File: src/rtl/chime_ctrl.sv
// chime_ctrl: hourly chime tone enables plus alarm FSM; SNOOZE state built only with CHIME_SNOOZE_EN.
// Latency: every output is a flop, updated one clk after the inputs that cause it.
// Backpressure: none; tick_1Hz and stop are single-clk pulses consumed in the clk they arrive.
module chime_ctrl (
    input  logic       clk,
    input  logic       rst_n,
    input  logic       tick_1Hz,
    input  logic [7:0] hour_bcd,
    input  logic [7:0] min_bcd,
    input  logic [7:0] sec_bcd,
    input  logic [7:0] alarm_hour_bcd,
    input  logic [7:0] alarm_min_bcd,
    input  logic       alarm_on,
    input  logic       stop,
    output logic       en_500,
    output logic       en_1k,
    output logic       ringing
);

`ifdef CHIME_SNOOZE_EN
    typedef enum logic [1:0] {IDLE, RING, HOLD, SNOOZE} state_t;
`else
    typedef enum logic [1:0] {IDLE, RING, HOLD} state_t;
`endif

    state_t     state, state_nxt;
    logic [5:0] ring_cnt, ring_cnt_nxt;
    logic       chime_lo, chime_hi, alarm_hit, ring_nxt;
`ifdef CHIME_SNOOZE_EN
    logic [8:0] snz_cnt, snz_cnt_nxt;
    logic [1:0] snz_num, snz_num_nxt;
`endif

    assign chime_lo  = (min_bcd == 8'h59) &&
                       ((sec_bcd == 8'h51) || (sec_bcd == 8'h53) ||
                        (sec_bcd == 8'h55) || (sec_bcd == 8'h57));
    assign chime_hi  = (min_bcd == 8'h59) && (sec_bcd == 8'h59);
    assign alarm_hit = tick_1Hz && (hour_bcd == alarm_hour_bcd) &&
                       (min_bcd == alarm_min_bcd) && (sec_bcd == 8'h00);

    always_comb begin
        state_nxt    = state;
        ring_cnt_nxt = ring_cnt;
`ifdef CHIME_SNOOZE_EN
        snz_cnt_nxt  = snz_cnt;
        snz_num_nxt  = snz_num;
`endif
        if (!alarm_on) begin
            state_nxt = IDLE;
`ifdef CHIME_SNOOZE_EN
            snz_num_nxt = 2'd0;
`endif
        end else begin
            case (state)
                IDLE: begin
                    if (alarm_hit) begin
                        state_nxt    = RING;
                        ring_cnt_nxt = 6'd0;
                    end
                end
                RING: begin
                    // stop outranks a coincident tick, so the count is not advanced
                    if (stop) begin
`ifdef CHIME_SNOOZE_EN
                        if (snz_num == 2'd3) begin
                            state_nxt = HOLD;
                        end else begin
                            state_nxt   = SNOOZE;
                            snz_cnt_nxt = 9'd0;
                            snz_num_nxt = snz_num + 2'd1;
                        end
`else
                        state_nxt = HOLD;
`endif
                    end else if (tick_1Hz) begin
                        ring_cnt_nxt = ring_cnt + 6'd1;
                        if (ring_cnt == 6'd59) begin
                            state_nxt = HOLD;
                        end
                    end
                end
                HOLD: begin
                    // parked until the alarm minute is over so it cannot retrigger
                    if (min_bcd != alarm_min_bcd) begin
                        state_nxt = IDLE;
`ifdef CHIME_SNOOZE_EN
                        snz_num_nxt = 2'd0;
`endif
                    end
                end
`ifdef CHIME_SNOOZE_EN
                SNOOZE: begin
                    if (tick_1Hz) begin
                        if (snz_cnt == 9'd299) begin
                            state_nxt    = RING;
                            ring_cnt_nxt = 6'd0;
                        end else begin
                            snz_cnt_nxt = snz_cnt + 9'd1;
                        end
                    end
                end
`endif
                default: state_nxt = IDLE;
            endcase
        end
    end

    assign ring_nxt = (state_nxt == RING);

    always_ff @(posedge clk or negedge rst_n) begin
        if (!rst_n) begin
            state    <= IDLE;
            ring_cnt <= 6'd0;
`ifdef CHIME_SNOOZE_EN
            snz_cnt  <= 9'd0;
            snz_num  <= 2'd0;
`endif
            en_500   <= 1'b0;
            en_1k    <= 1'b0;
            ringing  <= 1'b0;
        end else begin
            state    <= state_nxt;
            ring_cnt <= ring_cnt_nxt;
`ifdef CHIME_SNOOZE_EN
            snz_cnt  <= snz_cnt_nxt;
            snz_num  <= snz_num_nxt;
`endif
            // alarm tone masks the chime so the two enables are exclusive
            en_500   <= chime_lo & ~ring_nxt;
            en_1k    <= ring_nxt | chime_hi;
            ringing  <= ring_nxt;
        end
    end

endmodule
File: config.mk
export PLATFORM = sky130hd
export DESIGN_NAME = chime_ctrl
export DESIGN_NICKNAME = d
export VERILOG_FILES = /design/src/rtl/chime_ctrl.sv
export SDC_FILE = /design/constraint.sdc
export NUM_CORES = 1
export LEC_CHECK = 0
export ABC_AREA = 1
export CAP_MARGIN = 30
export CELL_PAD_IN_SITES_DETAIL_PLACEMENT = 0
export CELL_PAD_IN_SITES_GLOBAL_PLACEMENT = 1
export CORE_UTILIZATION = 23
export CTS_CLUSTER_SIZE = 40
export DETAILED_ROUTE_END_ITERATION = 6
export GPL_TIMING_DRIVEN = 0
export PLACE_DENSITY_LB_ADDON = 0.1
export SKIP_LAST_GASP = 1
export SYNTH_ARGS = -nofsm -noshare
export SYNTH_HDL_FRONTEND = slang
export SYNTH_SLANG_ARGS = --single-unit
File: constraint.sdc
create_clock -name clk -period 1.23 [get_ports clk]
set_input_delay 0.3075 -clock clk [delete_from_list [all_inputs] [get_ports clk]]
set_output_delay 0.3075 -clock clk [all_outputs]
set_load 0.02 [all_outputs]
==> impl_results.md <==
- Result of the run: finished with violations
- Violated checks: negative setup slack
- Number of distinct library cells after synthesis: 20
- Synthesis-stage register bit count: 11
- Dominant cells by area after synthesis: sky130_fd_sc_hd__dfrtp_1 28%, sky130_fd_sc_hd__nand2_1 25%, sky130_fd_sc_hd__inv_1 12%
- CP max-delay cell: sky130_fd_sc_hd__dfrtp_1
- Number of placement rows: 23
- Wire length of the first global-routing pass: 4200 um
- Sort of element at the end of the critical path: flop
- Share of cells above drive strength 1: 11.9%
- RePlAce Congestion: 0.665
- Total via count in the routed design: 1126
- Critical path cell sequence: or2_0 -> nor2_1 -> nand2_1 -> nor2_2 -> nand3_2 -> nand2_4 -> nand2_4 -> nand2_1 -> nand2_1
- Cell leakage power: 0.915 nW
- FF+latch area: 275 um^2
- Final setup TNS: -0.892 ns
- Initial Util: 24.4%
- Buffers from clock root to sink, at most: 2
- Hpwl dp: 2180 um
- Number of cells traversed by the worst hold path: 3
- Clock buffers created by TritonCTS: 3
- Internal reg-to-reg setup slack: -0.15 ns
- FF-to-FF End: ring_cnt[0]
- Sequential-to-total area share from yosys stat: 27.6%
- Final period util: 112%
- Data required time of the critical path: 1.35 ns
- Critical path startpoint: state[0]
- Worst setup SP type: flop
- Final Skew: 0.00280 ns
- Average via count per standard cell: 4.08
- Worst setup path endpoint: ring_cnt[0]
- Area of the multi-input gates: 594 um^2
- Library cell with the largest summed area after synthesis: sky130_fd_sc_hd__dfrtp_1
- Synthesized instance count: 172
- Slowest Stage Delay on Critical Path: 0.37 ns
- Reg2Reg Launch Point: state[0]
- Mapped Area: 996 um^2
- Number of clock sinks: 11
- Count of port buffers added during placement: 46
- Fin crit period: 1.38 ns
- Arrival @ worst endpoint: 1.50 ns
- Number of nets in the layout: 273
- Antenna Violating Nets Remaining: 0
- Area after DPL: 1520 um^2
- Clock-pin slew reported for the worst setup and hold paths after clock tree synthesis: 0.05 ns
- Endpoints failing hold: 0
- Post-synth net total: 218
- Placeable core region: 4090 um^2
- H-tree depth: 1
- Drt wl/cell: 9.73 um
- Vias in the first global route: 1067
- Drc violations: 0
- Power density over cell area: 592 nW/um^2
- Worst vdd ir: 0.394 mV
- Overall routed net length: 2690 um
- Area fraction of the dominant cell type after synthesis: 27.6%
- Global-route usage over all layers: 12.1%
- Total design power: 936 uW
- Worst hold path class: primary input to flop
- Synth-to-Final Area Change: 58.7%
- Cell depth of the worst flop-to-flop path: 9
- Root cell of the clock tree: sky130_fd_sc_hd__clkbuf_8
- # setup viols final: 7
- Count of filler cells inserted in the layout: 469
- Area of all placed cells without fillers: 1580 um^2
- Clock network latency to the later pin of the worst-skew pair: 0.23 ns
- 1st-pass router iterations: 4
- Number of inserted diodes: 0
- Floorplan die area: 4600 um^2
- Number of antenna violations at the first check in global routing: 0
- Class of the most critical setup path: flop to flop
- Yosys warnings: 0
- Peak fanout along the critical path: 6
- Worst Slack Setup Final: -0.151 ns
- Floorplan die width: 67.8 um
- Highest achievable clock rate: 724 MHz
- Vertical die dimension: 67.8 um
- Average cell area after synthesis: 5.79 um^2
- Pre-CTS worst setup slack: -0.644 ns
- RSZ-0062 raised after global routing: true
- Initial DRC Count: 27
- Relative slew slack: 66.6%
- Max-slew violations: 0
- Most common cell type on the critical path: sky130_fd_sc_hd__nand2_1
- Number of primary I/O pins: 48
- Max-cap violation count: 0
- Remaining Overflow, GRT: 0
- Largest net degree at the start of global routing: 12
- Slew at the pin with the worst max-slew slack: 0.500 ns
- CTS tree: done
[cell usage in the layout (no fill, tap or decap), types with 3 or more instances in the layout]
cell,n
sky130_fd_sc_hd__inv_1,32
sky130_fd_sc_hd__buf_4,4
sky130_fd_sc_hd__nand2_1,60
sky130_fd_sc_hd__nand2_2,6
sky130_fd_sc_hd__nand4_1,4
sky130_fd_sc_hd__nor2_1,20
sky130_fd_sc_hd__inv_2,5
sky130_fd_sc_hd__nor2_2,4
sky130_fd_sc_hd__dlygate4sd2_1,39
sky130_fd_sc_hd__xnor2_1,3
sky130_fd_sc_hd__clkbuf_8,3
sky130_fd_sc_hd__nand3_1,13
sky130_fd_sc_hd__clkdlybuf4s15_1,4
sky130_fd_sc_hd__dfrtp_1,11
[what timing repair did]
item,CTS,global route
buffers inserted,1,3
endpoints found under the setup margin,14,12
cloned,0,0
gates resized for setup,49,8
pin swaps,25,7
hold buffers,0,0
[routing by layer]
| metal | vias to the layer above | wire length, um | track usage, % |
|---|---|---|---|
| li1 | 616 | - | - |
| met1 | 486 | 1210 | 13.8 |
| met2 | 24 | 1310 | 22.9 |
| met3 | 0 | 161 | 2.20 |
| met4 | 0 | 0 | 3.13 |
| met5 | - | 0 | 0 |
[cell usage after synthesis]
cell type and instances:
sky130_fd_sc_hd__nor3_1 1, sky130_fd_sc_hd__inv_1 33, sky130_fd_sc_hd__nand3_1 13, sky130_fd_sc_hd__nand3_2 1
sky130_fd_sc_hd__xor2_1 2, sky130_fd_sc_hd__buf_4 1, sky130_fd_sc_hd__xnor2_1 3, sky130_fd_sc_hd__nor3b_1 1
sky130_fd_sc_hd__ha_1 1, sky130_fd_sc_hd__nand2_4 2, sky130_fd_sc_hd__nand4_1 4, sky130_fd_sc_hd__nor2_2 2
sky130_fd_sc_hd__nor4b_1 1, sky130_fd_sc_hd__nor2_1 22, sky130_fd_sc_hd__nor2_4 1, sky130_fd_sc_hd__or2_0 2
sky130_fd_sc_hd__inv_2 4, sky130_fd_sc_hd__nand2_1 66, sky130_fd_sc_hd__dfrtp_1 11, sky130_fd_sc_hd__a21boi_1 1
[layout make-up]
type,instances,area share [%]
Sequential cell,11,17.4
Inverter,37,8.79
Timing Repair Buffer,50,28.9
Multi-Input combinational cell,123,37.6
Buffer,1,0.475
Tap cell,50,3.96
Clock buffer,4,2.85
[where the power goes]
| group | internal (mW) | switching (mW) |
|---|---|---|
| Combinational | 0.115 | 0.102 |
| Clock | 0.227 | 0.129 |
| Sequential | 0.363 | 0.00000113 |
| Total | 0.705 | 0.231 |
[critical path, delay by kind of cell, from the launching register on]
kind	cells	cell delay (ns)
simple gates	9	0.90
flops	1	0.37
[worst min-delay path by stage]
stage                      from     endpoint
finish                 alarm_on  ring_cnt[2]
global route           alarm_on  ring_cnt[4]
CTS                    alarm_on  ring_cnt[2]
detailed placement  ring_cnt[1]  ring_cnt[1]
global placement    ring_cnt[1]  ring_cnt[1]
floorplan                 rst_n        en_1k
[sequential cells by signal (all words and copies together) (netlist names)]
register,flops
ring_cnt,6
state,2
en_1k,1
en_500,1
ringing,1
[cell families (layout without fill, tap and decap cells)]
family / after synthesis / after routing / share of synthesized area, %
AND/OR/NAND/NOR: 116 / 116 / 51.3
buffers and inverters: 38 / 92 / 14.7
flip-flops: 11 / 11 / 27.6
XOR/XNOR: 5 / 5 / 4.40
adder cells (fa/ha/maj): 1 / 1 / 1.26
AO/OA/AOI/OAI: 1 / 1 / 0.754
[metrics by stage]
stage               util [%]  hold slack (ns)  cells
detailed placement      37.2            0.511    268
CTS                     37.4            0.394    273
floorplan                  -           0.0119    172
global route            38.7            0.400    276
global placement        37.2            0.490    268
finish                  38.7            0.398    276
(Power assumes the default switching activity.)
